File: src/rtl/decode_stage_if.sv
// rtl/decode_stage_if.sv - fetch->decode and decode->execute handshake bundles
//
// dec_in_if  : fetch side. master = fetch (drives in_valid/in_instr/in_pc),
//              slave = decode stage (drives in_ready).
// dec_out_if : execute side. master = decode stage (drives the decoded entry),
//              slave = execute (drives out_ready).

interface dec_in_if #(
    parameter int PC_WIDTH = 32
);
    logic                in_valid;
    logic                in_ready;
    logic [31:0]         in_instr;
    logic [PC_WIDTH-1:0] in_pc;

    modport master (output in_valid, output in_instr, output in_pc, input in_ready);
    modport slave  (input in_valid, input in_instr, input in_pc, output in_ready);
endinterface

interface dec_out_if #(
    parameter int XLEN     = 32,
    parameter int PC_WIDTH = 32
);
    logic                out_valid;
    logic                out_ready;
    logic [PC_WIDTH-1:0] out_pc;
    logic [6:0]          opcode;
    logic [2:0]          func3;
    logic [6:0]          func7;
    logic [4:0]          reg_source_0;
    logic [4:0]          reg_source_1;
    logic [4:0]          reg_dest;
    logic [XLEN-1:0]     imm;
    logic                instr_valid;
    logic                is_ecall;
    logic                is_ebreak;

    modport master (
        output out_valid, output out_pc, output opcode, output func3, output func7,
        output reg_source_0, output reg_source_1, output reg_dest, output imm,
        output instr_valid, output is_ecall, output is_ebreak,
        input  out_ready
    );
    modport slave (
        input  out_valid, input out_pc, input opcode, input func3, input func7,
        input  reg_source_0, input reg_source_1, input reg_dest, input imm,
        input  instr_valid, input is_ecall, input is_ebreak,
        output out_ready
    );
endinterface

File: src/rtl/decode_stage.sv
// rtl/decode_stage.sv - registered RV32I/RV64I decode stage with valid/ready flow control
//
// Ports:
//   clk, rst_n     clock (rising edge), asynchronous active-low reset
//   flush          drop the held entry and any same-cycle input
//   fe             dec_in_if.slave  : in_valid/in_ready/in_instr/in_pc
//   ex             dec_out_if.master: out_valid/out_ready, out_pc and decoded fields,
//                  imm (XLEN, sign-extended), instr_valid, is_ecall, is_ebreak
//   illegal_count  saturating count of accepted illegal instructions

module decode_stage #(
    parameter int XLEN      = 32,
    parameter int PC_WIDTH  = 32,
    parameter bit SYS_EN    = 1'b1,
    parameter int CNT_WIDTH = 16
) (
    input  logic                 clk,
    input  logic                 rst_n,
    input  logic                 flush,
    dec_in_if.slave              fe,
    dec_out_if.master            ex,
    output logic [CNT_WIDTH-1:0] illegal_count
);

    localparam logic [6:0] OPC_LOAD   = 7'b0000011;
    localparam logic [6:0] OPC_MISC   = 7'b0001111;
    localparam logic [6:0] OPC_OPIMM  = 7'b0010011;
    localparam logic [6:0] OPC_AUIPC  = 7'b0010111;
    localparam logic [6:0] OPC_STORE  = 7'b0100011;
    localparam logic [6:0] OPC_OP     = 7'b0110011;
    localparam logic [6:0] OPC_LUI    = 7'b0110111;
    localparam logic [6:0] OPC_BRANCH = 7'b1100011;
    localparam logic [6:0] OPC_JALR   = 7'b1100111;
    localparam logic [6:0] OPC_JAL    = 7'b1101111;
    localparam logic [6:0] OPC_SYSTEM = 7'b1110011;

    localparam logic [31:0] INSTR_ECALL  = 32'h0000_0073;
    localparam logic [31:0] INSTR_EBREAK = 32'h0010_0073;

    logic [31:0]        instr;
    logic [6:0]         opc;
    logic [2:0]         f3;
    logic [6:0]         f7;
    logic [6:0]         f7_shift;
    logic               legal_d;
    logic               ecall_d;
    logic               ebreak_d;
    logic signed [31:0] imm32;
    logic [XLEN-1:0]    imm_d;
    logic               accept;

    logic                 valid_q;
    logic [PC_WIDTH-1:0]  pc_q;
    logic [31:0]          instr_q;
    logic [XLEN-1:0]      imm_q;
    logic                 legal_q;
    logic                 ecall_q;
    logic                 ebreak_q;
    logic [CNT_WIDTH-1:0] cnt_q;

    assign instr = fe.in_instr;
    assign opc   = instr[6:0];
    assign f3    = instr[14:12];
    assign f7    = instr[31:25];

    // On RV64 the shift amount borrows instr[25], so only func7[6:1] carries the
    // logical/arithmetic selector.
    assign f7_shift = (XLEN == 64) ? {f7[6:1], 1'b0} : f7;

    always_comb begin
        legal_d  = 1'b0;
        ecall_d  = 1'b0;
        ebreak_d = 1'b0;
        imm32    = '0;
        case (opc)
            OPC_LUI, OPC_AUIPC: begin
                legal_d = 1'b1;
                imm32   = {instr[31:12], 12'b0};
            end
            OPC_JAL: begin
                legal_d = 1'b1;
                imm32   = {{11{instr[31]}}, instr[31], instr[19:12], instr[20], instr[30:21], 1'b0};
            end
            OPC_JALR: begin
                legal_d = (f3 == 3'd0);
                imm32   = {{20{instr[31]}}, instr[31:20]};
            end
            OPC_LOAD: begin
                legal_d = (f3 != 3'd3) && (f3 != 3'd6) && (f3 != 3'd7);
                imm32   = {{20{instr[31]}}, instr[31:20]};
            end
            OPC_STORE: begin
                legal_d = (f3 <= 3'd2);
                imm32   = {{20{instr[31]}}, instr[31:25], instr[11:7]};
            end
            OPC_BRANCH: begin
                legal_d = (f3 != 3'd2) && (f3 != 3'd3);
                imm32   = {{19{instr[31]}}, instr[31], instr[7], instr[30:25], instr[11:8], 1'b0};
            end
            OPC_OP: begin
                legal_d = (f7 == 7'h00) || ((f7 == 7'h20) && ((f3 == 3'd0) || (f3 == 3'd5)));
            end
            OPC_OPIMM: begin
                case (f3)
                    3'd1:    legal_d = (f7_shift == 7'h00);
                    3'd5:    legal_d = (f7_shift == 7'h00) || (f7_shift == 7'h20);
                    default: legal_d = 1'b1;
                endcase
                imm32 = {{20{instr[31]}}, instr[31:20]};
            end
            OPC_MISC: begin
                legal_d = SYS_EN && (f3 == 3'd0);
                imm32   = {{20{instr[31]}}, instr[31:20]};
            end
            OPC_SYSTEM: begin
                ecall_d  = SYS_EN && (instr == INSTR_ECALL);
                ebreak_d = SYS_EN && (instr == INSTR_EBREAK);
                legal_d  = ecall_d || ebreak_d;
                imm32    = {{20{instr[31]}}, instr[31:20]};
            end
            default: legal_d = 1'b0;
        endcase
        // Illegal encodings never expose a stray immediate to execute.
        if (!legal_d) begin
            imm32 = '0;
        end
    end

    // Signed size cast sign-extends the 32-bit immediate to XLEN.
    assign imm_d = XLEN'(imm32);

    assign fe.in_ready = !valid_q || ex.out_ready;
    assign accept      = fe.in_valid && fe.in_ready && !flush;

    always_ff @(posedge clk or negedge rst_n) begin
        if (!rst_n) begin
            valid_q  <= 1'b0;
            pc_q     <= '0;
            instr_q  <= '0;
            imm_q    <= '0;
            legal_q  <= 1'b0;
            ecall_q  <= 1'b0;
            ebreak_q <= 1'b0;
        end else if (flush) begin
            valid_q <= 1'b0;
        end else if (accept) begin
            valid_q  <= 1'b1;
            pc_q     <= fe.in_pc;
            instr_q  <= instr;
            imm_q    <= imm_d;
            legal_q  <= legal_d;
            ecall_q  <= ecall_d;
            ebreak_q <= ebreak_d;
        end else if (ex.out_ready) begin
            valid_q <= 1'b0;
        end
    end

    always_ff @(posedge clk or negedge rst_n) begin
        if (!rst_n) begin
            cnt_q <= '0;
        end else if (accept && !legal_d && (cnt_q != {CNT_WIDTH{1'b1}})) begin
            cnt_q <= cnt_q + CNT_WIDTH'(1);
        end
    end

    assign ex.out_valid    = valid_q;
    assign ex.out_pc       = pc_q;
    assign ex.opcode       = instr_q[6:0];
    assign ex.func3        = instr_q[14:12];
    assign ex.func7        = instr_q[31:25];
    assign ex.reg_source_0 = instr_q[19:15];
    assign ex.reg_source_1 = instr_q[24:20];
    assign ex.reg_dest     = instr_q[11:7];
    assign ex.imm          = imm_q;
    assign ex.instr_valid  = legal_q;
    assign ex.is_ecall     = ecall_q;
    assign ex.is_ebreak    = ebreak_q;
    assign illegal_count   = cnt_q;

endmodule

File: src/flat_wrapper.sv
// flat-port wrapper written by rule: the top's interface ports become plain ports
module decode_stage_flat 
#(
    parameter int XLEN      = 32,
    parameter int PC_WIDTH  = 32,
    parameter bit SYS_EN    = 1'b1,
    parameter int CNT_WIDTH = 16
)
  (clk, rst_n, flush, illegal_count, fe_in_valid, fe_in_instr, fe_in_pc, fe_in_ready, ex_out_valid, ex_out_pc, ex_opcode, ex_func3, ex_func7, ex_reg_source_0, ex_reg_source_1, ex_reg_dest, ex_imm, ex_instr_valid, ex_is_ecall, ex_is_ebreak, ex_out_ready);
  dec_in_if #(.PC_WIDTH(PC_WIDTH)) fe_i ();
  dec_out_if #(.XLEN(XLEN), .PC_WIDTH(PC_WIDTH)) ex_i ();
  input  logic clk;
  input  logic rst_n;
  input  logic flush;
  output logic [CNT_WIDTH-1:0] illegal_count;
  input wire logic [$bits(fe_i.in_valid)-1:0] fe_in_valid;
  input wire logic [$bits(fe_i.in_instr)-1:0] fe_in_instr;
  input wire logic [$bits(fe_i.in_pc)-1:0] fe_in_pc;
  output wire logic [$bits(fe_i.in_ready)-1:0] fe_in_ready;
  output wire logic [$bits(ex_i.out_valid)-1:0] ex_out_valid;
  output wire logic [$bits(ex_i.out_pc)-1:0] ex_out_pc;
  output wire logic [$bits(ex_i.opcode)-1:0] ex_opcode;
  output wire logic [$bits(ex_i.func3)-1:0] ex_func3;
  output wire logic [$bits(ex_i.func7)-1:0] ex_func7;
  output wire logic [$bits(ex_i.reg_source_0)-1:0] ex_reg_source_0;
  output wire logic [$bits(ex_i.reg_source_1)-1:0] ex_reg_source_1;
  output wire logic [$bits(ex_i.reg_dest)-1:0] ex_reg_dest;
  output wire logic [$bits(ex_i.imm)-1:0] ex_imm;
  output wire logic [$bits(ex_i.instr_valid)-1:0] ex_instr_valid;
  output wire logic [$bits(ex_i.is_ecall)-1:0] ex_is_ecall;
  output wire logic [$bits(ex_i.is_ebreak)-1:0] ex_is_ebreak;
  input wire logic [$bits(ex_i.out_ready)-1:0] ex_out_ready;
  assign fe_i.in_valid = fe_in_valid;
  assign fe_i.in_instr = fe_in_instr;
  assign fe_i.in_pc = fe_in_pc;
  assign fe_in_ready = fe_i.in_ready;
  assign ex_out_valid = ex_i.out_valid;
  assign ex_out_pc = ex_i.out_pc;
  assign ex_opcode = ex_i.opcode;
  assign ex_func3 = ex_i.func3;
  assign ex_func7 = ex_i.func7;
  assign ex_reg_source_0 = ex_i.reg_source_0;
  assign ex_reg_source_1 = ex_i.reg_source_1;
  assign ex_reg_dest = ex_i.reg_dest;
  assign ex_imm = ex_i.imm;
  assign ex_instr_valid = ex_i.instr_valid;
  assign ex_is_ecall = ex_i.is_ecall;
  assign ex_is_ebreak = ex_i.is_ebreak;
  assign ex_i.out_ready = ex_out_ready;
  decode_stage #(.XLEN(XLEN), .PC_WIDTH(PC_WIDTH), .SYS_EN(SYS_EN), .CNT_WIDTH(CNT_WIDTH)) u_core (.clk(clk), .rst_n(rst_n), .flush(flush), .fe(fe_i), .ex(ex_i), .illegal_count(illegal_count));
endmodule
File: config.mk
export PLATFORM = sky130hd
export DESIGN_NAME = decode_stage_flat
export DESIGN_NICKNAME = d
export VERILOG_FILES = /design/src/rtl/decode_stage_if.sv /design/src/rtl/decode_stage.sv /design/src/flat_wrapper.sv
export SDC_FILE = /design/constraint.sdc
export NUM_CORES = 1
export LEC_CHECK = 0
export BUFFER_PORTS_ARGS = -buffer_cell sky130_fd_sc_hd__clkbuf_2
export CORE_ASPECT_RATIO = 1.25
export CORE_MARGIN = 10
export CORE_UTILIZATION = 45
export DETAILED_ROUTE_END_ITERATION = 10
export GPL_ROUTABILITY_DRIVEN = 0
export PLACE_DENSITY = 0.73
export SYNTH_ARGS = -nofsm -noshare
export SYNTH_HDL_FRONTEND = slang
export SYNTH_SLANG_ARGS = --single-unit
File: constraint.sdc
create_clock -name clk -period 1.75 [get_ports clk]
set_input_delay 0.0875 -clock clk [delete_from_list [all_inputs] [get_ports clk]]
set_output_delay 0.0875 -clock clk [all_outputs]
set_load 0.02 [all_outputs]
Word level (Yosys, flattened, before mapping)
Index checks and enable logic that the tools add are counted.
Storage, ports and cells
  register bits: 116
  output and inout port bits: 117
  logic and storage cells: 65
Operators by class
  muxes and demuxes: 9
  equality and inequality tests: 21
  bitwise operators: 1
  add/sub/neg operators: 1
  reductions and logical operators: 24
  order comparisons: 1
Operators by type and width (count)
  $pmux W32 S5: 1
  $eq A32 B21 Y1 const B: 1
  $eq A32 B7 Y1 const B: 1
  $mux W32: 1
  $eq A7 B6 Y1 const B: 4
  $eq A7 B7 Y1 const B: 4
  $add A16 B1 Y16 const B: 1
  $ne A16 B16 Y1 const B: 1
  $eq A7 B5 Y1 const B: 2
  $logic_and A1 B1 Y1: 8
  $pmux W1 S8: 1
  $eq A7 B2 Y1 const B: 1
  $eq A7 B4 Y1 const B: 1
  $logic_not A7 Y1: 1
  $ne A3 B2 Y1 const B: 2
  $ne A3 B3 Y1 const B: 2
  $logic_or A1 B1 Y1: 5
  $mux W1: 5
  $reduce_or A5 Y1: 1
  $reduce_or A2 Y1: 2
  $eq A3 B1 Y1 const B: 1
  $eq A3 B3 Y1 const B: 1
  $le A3 B2 Y1 const B: 1
  $logic_not A1 Y1: 3
  other kinds (6): 6

Logic depth before layout (Yosys ltp)
Gate-level depths: netlist of run 1.
  depth after elaboration: 8
  gate-level depth with buffers: 8

Worst setup path after synthesis of run 1
No wires, ideal clock.
  path type: register to register
  from: register u_core.valid_q (netlist: u_core.ex.out_valid)
  to: register u_core.legal_q (netlist: u_core.ex.instr_valid)
  setup time: 0.065 ns
  arrival time: 1.826 ns
  slack: -0.142 ns
  cell stages (with the launch flop): 8
  path buffers: 2
  path through: dfrtp_1 > nor2b_1 > inv_1 > nand3b_1 > clkbuf_1 > buf_1 > nand2_1 > nand2_1
On the way
  longest elaborated chain between the ends: 5
Ends and longest elaborated chain
  from (decl): line decode_stage.sv:52  | logic valid_q;
  from (signal assigned): line decode_stage.sv:137  | valid_q <= 1'b0;
  from (signal assigned): line decode_stage.sv:145  | valid_q <= 1'b0;
  from (signal assigned): line decode_stage.sv:147  | valid_q <= 1'b1;
  $logic_not A1 Y1: line decode_stage.sv:132  | assign fe.in_ready = !valid_q || ex.out_ready;
  $logic_or A1 B1 Y1: line decode_stage.sv:132
  net fe_in_ready: line flat_wrapper.sv:19  | output wire logic [$bits(fe_i.in_ready)-1:0] fe_in_ready;
  $logic_and A1 B1 Y1 (2 in series): line decode_stage.sv:133  | assign accept = fe.in_valid && fe.in_ready && !flush;
  $reduce_and A2 Y1 (no line)
  to (signal assigned): line decode_stage.sv:151  | legal_q <= legal_d;
  to (decl): line decode_stage.sv:56  | logic legal_q;
The timed path passes the listed nets, and every way through them passes these cells.
A chain may end at the register's enable or synchronous reset.

Worst setup path in the final report of run 1
  from: register u_core.cnt_q[0] (netlist: u_core.illegal_count[0])
  to: register u_core.cnt_q[7] (netlist: u_core.illegal_count[7])
On the way
  longest elaborated chain between the ends: 2
Ends and longest elaborated chain
  from (decl): line decode_stage.sv:59  | logic [CNT_WIDTH-1:0] cnt_q;
  from (signal assigned): line decode_stage.sv:163  | cnt_q <= cnt_q + CNT_WIDTH'(1);
  parallel branches: the longest is 2 deep, another holds $add A16 B1 Y16
Several ways; the timed one is not identified.

==> impl_metrics.env, run 1 <==
export IMPL_post_route_cells_drive_above_1_share_pct=37.0
export IMPL_synthXorXnorAreaFrac_pct=2.50
export IMPL_ys_ff_latch=116
export IMPL_synthesis_warnings=0
export IMPL_post_dp_cell_area_sq_um=6740
export IMPL_via_count=5223
export IMPL_drt_vias_per_instance=5.18
export IMPL_die_width_microns=117
export IMPL_seq_area_sq_um=2910
export IMPL_std_cell_rows=44
export IMPL_syn_area_per_cell_sq_um=9.15
export IMPL_critical_path_peak_fanout=6
export IMPL_wl_microns=17700
export IMPL_number_of_hold_violations_in_the_final_report=0
export IMPL_n_antenna_cell=0
export IMPL_timing_critical_path_required_ns=2.08
export IMPL_clk_pin_slew_worst_paths_ns=0.05
export IMPL_grt_first_pass_wirelength_microns=28100
export IMPL_place_detailed_instances=926
export IMPL_timing_setup_tns_ns=0
export IMPL_grt_remaining_overflow=0
export IMPL_post_route_cell_area_sq_um=7850
export IMPL_clkSinkCount=116
export IMPL_grt_max_degree=66
export IMPL_synth_area_leaders="sky130_fd_sc_hd__dfrtp_1 55%, sky130_fd_sc_hd__nand2_1 17%, sky130_fd_sc_hd__o21ai_2 4.8%"
export IMPL_count_of_routing_violations_after_the_opening_detailed_route_iteration=254
export IMPL_nNetsFinal=927
export IMPL_hold_path_class="in -> reg"
export IMPL_final_setup_viol_count=0
export IMPL_setup_buffers_after_cts=0
export IMPL_maxSlewHeadroom_pct=62.7
export IMPL_initial_core_util_pct=45.5
export IMPL_synth_fa_ha_area_share_pct=0.238
export IMPL_arrival_time_reported_for_the_critical_path_endpoint_ns=2.05
export IMPL_clock_root_cell="sky130_fd_sc_hd__clkbuf_16"
export IMPL_first_global_vias=5499
export IMPL_path_cells="ha_1 -> nand3_1 -> nor3_2 -> a21oi_2 -> nand2_2 -> buf_4 -> nor4_2 -> xor2_1"
export IMPL_achievable_clock_frequency_ghz=0.581
export IMPL_path_class="reg -> reg"
export IMPL_synth_sequential_area_ratio_pct=55.2
export IMPL_cts_inserted_buffers=17
export IMPL_core_area_sq_um=11600
export IMPL_cts_max_level=4
export IMPL_post_synth_mux_area_share_pct=0.214
export IMPL_drt_pass1_iter_count=6
export IMPL_asyncSetResetFlopFracSynth_pct=100
export IMPL_mappedNetlistNets=645
export IMPL_synth_compound_gate_area_share_pct=12.8
export IMPL_area_growth_pct=49.1
export IMPL_cts_max_path_buffers=2
export IMPL_layoutNonFillerInstCount=1008
export IMPL_fin_worst_skew_ns=0.0100
export IMPL_die_area_sq_um=16400
export IMPL_die_height_microns=141
export IMPL_critPathTopFamily="simple AND/OR/NAND/NOR gates"
export IMPL_postSynth_topFlopCell="sky130_fd_sc_hd__dfrtp_1"
export IMPL_p_total_mw=8.30
export IMPL_cts_tree="done"
export IMPL_fraction_of_synthesized_cell_area_taken_by_the_top_area_cell_type_pct=55.2
export IMPL_drc=0
export IMPL_dp_hpwl_microns=12800
export IMPL_largest_stage_delay_on_the_critical_path_ns=0.40
export IMPL_grt_setup_unrepaired="yes"
export IMPL_report_final_slew_viol_count=0
export IMPL_multi_input_logic_area_sq_um=2230
export IMPL_drt_wirelength_per_cell_microns=17.6
export IMPL_synth_edf_count=0
export IMPL_layout_min_cycle_time_ns=1.72
export IMPL_yosys_area_top_type="sky130_fd_sc_hd__dfrtp_1"
export IMPL_finalCritPeriodShare_pct=98.3
export IMPL_worst_slew_pin_transition_ns=0.559
export IMPL_syn_instance_count=575
export IMPL_grt_usage_pct=21.6
export IMPL_synthSimpleGateAreaFrac_pct=25.8
export IMPL_leakage_power_total_nw=4.12
export IMPL_largest_family_of_logic_cells_by_synthesized_area="simple AND/OR/NAND/NOR gates"
export IMPL_worstPathBufferInverterCount=1
export IMPL_max_cap_violation_count=0
export IMPL_power_per_cell_area_nw_per_um2=1060
export IMPL_clock_insertion_delay_worst_skew_ns=0.41
export IMPL_setup_slack_of_the_most_critical_reg_to_reg_path_ns=0.03
export IMPL_critical_path_slowest_cell="sky130_fd_sc_hd__dfrtp_2"
export IMPL_port_buffers=185
export IMPL_status="completed"
export IMPL_cp_end_kind="flip-flop"
export IMPL_syn_area_sq_um=5260
export IMPL_antenna_found_initial=0
export IMPL_max_vdd_ir_drop_mv=0.711
export IMPL_drt_antenna_violating_nets=0
export IMPL_synth_cell_types=55
export IMPL_fillers=927
export IMPL_boundary_pin_count=186
export IMPL_setup_worst_path_start_class="flip-flop"
[power by group]
| part | switching, mW | internal [mW] | leakage, nW |
|---|---|---|---|
| Clock | 1.16 | 2.19 | 0.285 |
| Sequential | 0.228 | 3.00 | 1.49 |
| Combinational | 1.08 | 0.646 | 2.34 |
[registers in the layout (all words and copies together), names as in the netlist]
name and cells:
u_core.ex.imm 32, u_core.ex.out_pc 32, u_core.instr_q 32, u_core.illegal_count 16, u_core.ex.instr_valid 1, u_core.ex.is_ebreak 1, u_core.ex.is_ecall 1, u_core.ex.out_valid 1
[path summary, 6_finish.rpt]
path	start	end	cells past startpoint
min reg2reg	u_core.ex.out_pc[4]	u_core.ex.out_pc[4]	2
min in group asynchronous	rst_n	u_core.ex.out_pc[19]	2
max in group asynchronous	rst_n	u_core.illegal_count[0]	3
min	fe_in_instr[29]	u_core.instr_q[29]	4
max reg2reg	u_core.illegal_count[0]	u_core.illegal_count[7]	8
max	u_core.illegal_count[0]	u_core.illegal_count[7]	8
[synthesized netlist by cell type (2+ instances only)]
cell	count
sky130_fd_sc_hd__a21boi_0	2
sky130_fd_sc_hd__a21oi_1	25
sky130_fd_sc_hd__a22oi_1	6
sky130_fd_sc_hd__a32oi_1	2
sky130_fd_sc_hd__and2_1	3
sky130_fd_sc_hd__and3_1	4
sky130_fd_sc_hd__buf_1	5
sky130_fd_sc_hd__buf_2	6
sky130_fd_sc_hd__buf_6	4
sky130_fd_sc_hd__clkbuf_1	13
sky130_fd_sc_hd__dfrtp_1	116
sky130_fd_sc_hd__inv_1	8
sky130_fd_sc_hd__nand2_1	241
sky130_fd_sc_hd__nand2b_1	3
sky130_fd_sc_hd__nand3_1	6
sky130_fd_sc_hd__nand4_1	5
sky130_fd_sc_hd__nor2_1	14
sky130_fd_sc_hd__nor2b_1	4
sky130_fd_sc_hd__nor3_1	12
sky130_fd_sc_hd__nor3b_1	2
sky130_fd_sc_hd__nor4_1	5
sky130_fd_sc_hd__o21ai_0	11
sky130_fd_sc_hd__o21ai_2	29
sky130_fd_sc_hd__o31ai_1	3
sky130_fd_sc_hd__or4_1	3
sky130_fd_sc_hd__xor2_1	14
[final cells by class]
| class | instances | area share (%) |
|---|---|---|
| flip-flops and latches | 116 | 37.0 |
| multi-input cells | 423 | 28.5 |
| repair buffers | 291 | 24.5 |
| clock buffers | 22 | 6.04 |
| well taps | 138 | 2.20 |
| clock inverters | 10 | 1.34 |
| inverters | 8 | 0.383 |
[routing by layer]
layer	track usage [%]	wire, microns
met3	6.16	1470
met2	36.5	8910
met5	0	0
met1	24.3	6710
met4	10.1	601
[layout by cell type, fill, tap and decap left out, drive strengths merged, types with 8 or more instances in the layout]
cell type,instances
a21oi,25
buf,57
clkbuf,206
dfrtp,116
dlygate4sd3,50
inv,8
nand2,242
nor2,15
nor3,13
o21ai,41
xor2,14
[worst register-to-register path, stage by stage, from the launching register on]
cell and delay, ns:
sky130_fd_sc_hd__dfrtp_2 0.40, sky130_fd_sc_hd__ha_1 0.21, sky130_fd_sc_hd__nand3_1 0.14, sky130_fd_sc_hd__nor3_2 0.07, sky130_fd_sc_hd__a21oi_2 0.14, sky130_fd_sc_hd__nand2_2 0.09, sky130_fd_sc_hd__buf_4 0.17, sky130_fd_sc_hd__nor4_2 0.24
sky130_fd_sc_hd__xor2_1 0.17
[metrics by stage]
step	hold WS, ns	setup slack (ns)	util [%]
floorplan	-0.208	0.0131	-
global placement	0.0527	-0.182	58.3
detailed placement	0.0604	-0.267	58.3
CTS	0.000283	0.00402	67.7
global route	0.0199	-0.0840	67.9
finish	0.0180	0.0303	67.9
[logic make-up (layout without fill, tap and decap cells)]
| logic type | after synthesis | in the layout |
|---|---|---|
| buffers and inverters | 36 | 331 |
| XOR/XNOR | 15 | 15 |
| flip-flops | 116 | 116 |
| multiplexers | 1 | 1 |
| adder cells (fa/ha/maj) | 1 | 1 |
| AO/OA/AOI/OAI | 92 | 92 |
| AND/OR/NAND/NOR | 314 | 314 |
[what timing repair did]
item                       in CTS  in global routing
setup endpoints to repair       1                 13
gates resized for setup         1                  5
hold buffers                   50                  0
hold endpoints to repair       79                  0
pin swaps                       0                  1
Power figures use the tool's default switching activity.
==> inputs of run 2 (changes only) <==
--- a/config.mk
+++ b/config.mk
@@ -8,10 +8,10 @@
 export BUFFER_PORTS_ARGS = -buffer_cell sky130_fd_sc_hd__clkbuf_2
 export CORE_ASPECT_RATIO = 1.25
 export CORE_MARGIN = 10
-export CORE_UTILIZATION = 45
+export CORE_UTILIZATION = 35
 export DETAILED_ROUTE_END_ITERATION = 10
 export GPL_ROUTABILITY_DRIVEN = 0
-export PLACE_DENSITY = 0.73
+export PLACE_DENSITY = 0.59
 export SYNTH_ARGS = -nofsm -noshare
 export SYNTH_HDL_FRONTEND = slang
 export SYNTH_SLANG_ARGS = --single-unit
==> run 2 against run 1 <==
Die area increased by 24%. First-iteration DRC count grew 7.1%. Worst hold slack improved by 0.0029 ns. Register-to-register slack barely moved. Core utilization down 13 points. Maximum frequency is essentially flat. Worst setup slack better by 0.0011 ns. Sequential power down 1%. Non-clock buffer count up 17. Via count down 1.6%. Count of clock-buffer cells in the layout up 1. Critical endpoint is now u_core.illegal_count[15].
==> impl_metrics.env, run 2 (synthesis gave the netlist of run 1 again) <==
export IMPL_layout_common_cells="240 x sky130_fd_sc_hd__nand2_1, 184 x sky130_fd_sc_hd__clkbuf_2, 114 x sky130_fd_sc_hd__dfrtp_1, 59 x sky130_fd_sc_hd__buf_4, 55 x sky130_fd_sc_hd__dlygate4sd3_1"
export IMPL_final_setup_viol_count=0
export IMPL_layout_min_cycle_time_ns=1.72
export IMPL_path_class="reg -> reg"
export IMPL_die_height_microns=157
export IMPL_post_route_cells_drive_above_1_share_pct=38.1
export IMPL_cts_inserted_buffers=17
export IMPL_wl_met2_microns=9230
export IMPL_std_cell_rows=50
export IMPL_grt_max_degree=73
export IMPL_clock_insertion_delay_worst_skew_ns=0.41
export IMPL_initial_core_util_pct=35.3
export IMPL_clkSinkCount=116
export IMPL_drc=0
export IMPL_antenna_found_initial=0
export IMPL_cts_max_level=4
export IMPL_clk_pin_slew_worst_paths_ns=0.05
export IMPL_route_layer_met1_wl_microns=7350
export IMPL_area_growth_pct=55.0
export IMPL_hold_worst_slack_ns=0.0208
export IMPL_max_cap_violation_count=0
export IMPL_layoutNonFillerInstCount=1068
export IMPL_setup_worst_path_start_class="flip-flop"
export IMPL_critical_path_peak_fanout=5
export IMPL_grt_usage_pct=18.2
export IMPL_timing_critical_path_required_ns=2.07
export IMPL_drt_wirelength_per_cell_microns=17.1
export IMPL_highest_layer="met4"
export IMPL_clock_root_cell="sky130_fd_sc_hd__clkbuf_16"
export IMPL_drt_pass1_iter_count=4
export IMPL_number_of_hold_violations_in_the_final_report=0
export IMPL_first_global_vias=5361
export IMPL_finalCritPeriodShare_pct=98.2
export IMPL_power_per_cell_area_nw_per_um2=1050
export IMPL_cts_max_path_buffers=2
export IMPL_count_of_routing_violations_after_the_opening_detailed_route_iteration=272
export IMPL_worst_slew_pin_transition_ns=0.526
export IMPL_arrival_time_reported_for_the_critical_path_endpoint_ns=2.04
export IMPL_boundary_pin_count=186
export IMPL_timing_setup_tns_ns=0
export IMPL_nNetsFinal=944
export IMPL_cts_tree="done"
export IMPL_port_buffers=185
export IMPL_via_count=5140
export IMPL_grt_remaining_overflow=0
export IMPL_dp_hpwl_microns=13400
export IMPL_grt_first_pass_wirelength_microns=28800
export IMPL_die_area_sq_um=20400
export IMPL_wl_met3_microns=1100
export IMPL_core_area_sq_um=14900
export IMPL_hold_path_class="in -> reg"
export IMPL_report_final_slew_viol_count=0
export IMPL_fin_worst_skew_ns=0.00622
export IMPL_status="completed"
export IMPL_max_vdd_ir_drop_mv=0.609
export IMPL_final_core_utilization_pct=54.8
export IMPL_p_total_mw=8.58
export IMPL_maxSlewHeadroom_pct=64.9
export IMPL_layout_cells_most_common="sky130_fd_sc_hd__nand2_1"
export IMPL_cp_end_kind="flip-flop"
export IMPL_place_detailed_instances=978
export IMPL_n_antenna_cell=0
export IMPL_wl_microns=18200
export IMPL_achievable_clock_frequency_ghz=0.582
export IMPL_die_width_microns=130
export IMPL_leakage_power_total_nw=4.23
export IMPL_drt_vias_per_instance=4.81
export IMPL_grt_setup_unrepaired="yes"
export IMPL_drt_antenna_violating_nets=0
==> run 2: timing repair <==
| action | in CTS | in global routing |
|---|---|---|
| hold buffers | 55 | 0 |
| pin swaps | 1 | 3 |
| buffers inserted | 1 | 2 |
| setup endpoints to repair | 7 | 46 |
| endpoints found under the hold margin | 85 | 0 |
| resized for setup | 2 | 11 |
| gates cloned | 1 | 0 |
==> run 2: final timing paths <==
| path | start | depth (start not counted) | end | slack (ns) |
|---|---|---|---|---|
| worst min register to register | u_core.ex.out_pc[14] | 2 | u_core.ex.out_pc[14] | 0.47 |
| min in group asynchronous | rst_n | 2 | u_core.illegal_count[8] | 0.17 |
| worst max register to register | u_core.ex.out_valid | 7 | u_core.illegal_count[15] | 0.03 |
| worst min-delay path | fe_in_instr[17] | 4 | u_core.instr_q[17] | 0.02 |
| worst max-delay path | u_core.ex.out_valid | 7 | u_core.illegal_count[15] | 0.03 |
| max in group asynchronous | rst_n | 3 | u_core.ex.imm[22] | 0.95 |
==> run 2: metrics by stage <==
step / setup WS, ns / cell area (sq um)
3_3_place_gp: -0.203 / 6870
6_report: 0.0313 / 8160
2_1_floorplan: 0.0131 / 5290
4_1_cts: 0.000318 / 8080
3_5_place_dp: -0.240 / 6870
5_1_grt: -0.0340 / 8160
==> run 2: area by class of cell <==
type / count / area (sq um)
fill: 1362 / 6730
sequential: 116 / 2910
multi-input combinational: 423 / 2270
timing repair buffer: 308 / 2110
clock buffer: 23 / 488
tap: 182 / 228
clock inverter: 8 / 124
inverter: 8 / 30.0
==> run 2: worst max-delay path, stage by stage, from the launching register on <==
cell,delay (ns)
sky130_fd_sc_hd__dfrtp_2,0.40
sky130_fd_sc_hd__nor2b_4,0.13
sky130_fd_sc_hd__buf_4,0.14
sky130_fd_sc_hd__nor3b_4,0.19
sky130_fd_sc_hd__buf_6,0.15
sky130_fd_sc_hd__nand2_2,0.12
sky130_fd_sc_hd__nor4_4,0.29
sky130_fd_sc_hd__xor2_1,0.21
==> run 2: metal layers <==
layer,vias up,global-route usage (%)
met2,149,30.4
met4,0,8.48
met3,29,5.22
met5,-,0
met1,2452,21.0
li1,2510,-
==> run 2: power by group <==
part / total [mW] / switching, mW / leakage, nW / internal (mW)
logic: 1.82 / 1.12 / 2.44 / 0.706
registers: 3.19 / 0.189 / 1.49 / 3.00
clock network: 3.57 / 1.20 / 0.295 / 2.38
total: 8.58 / 2.50 / 4.23 / 6.08
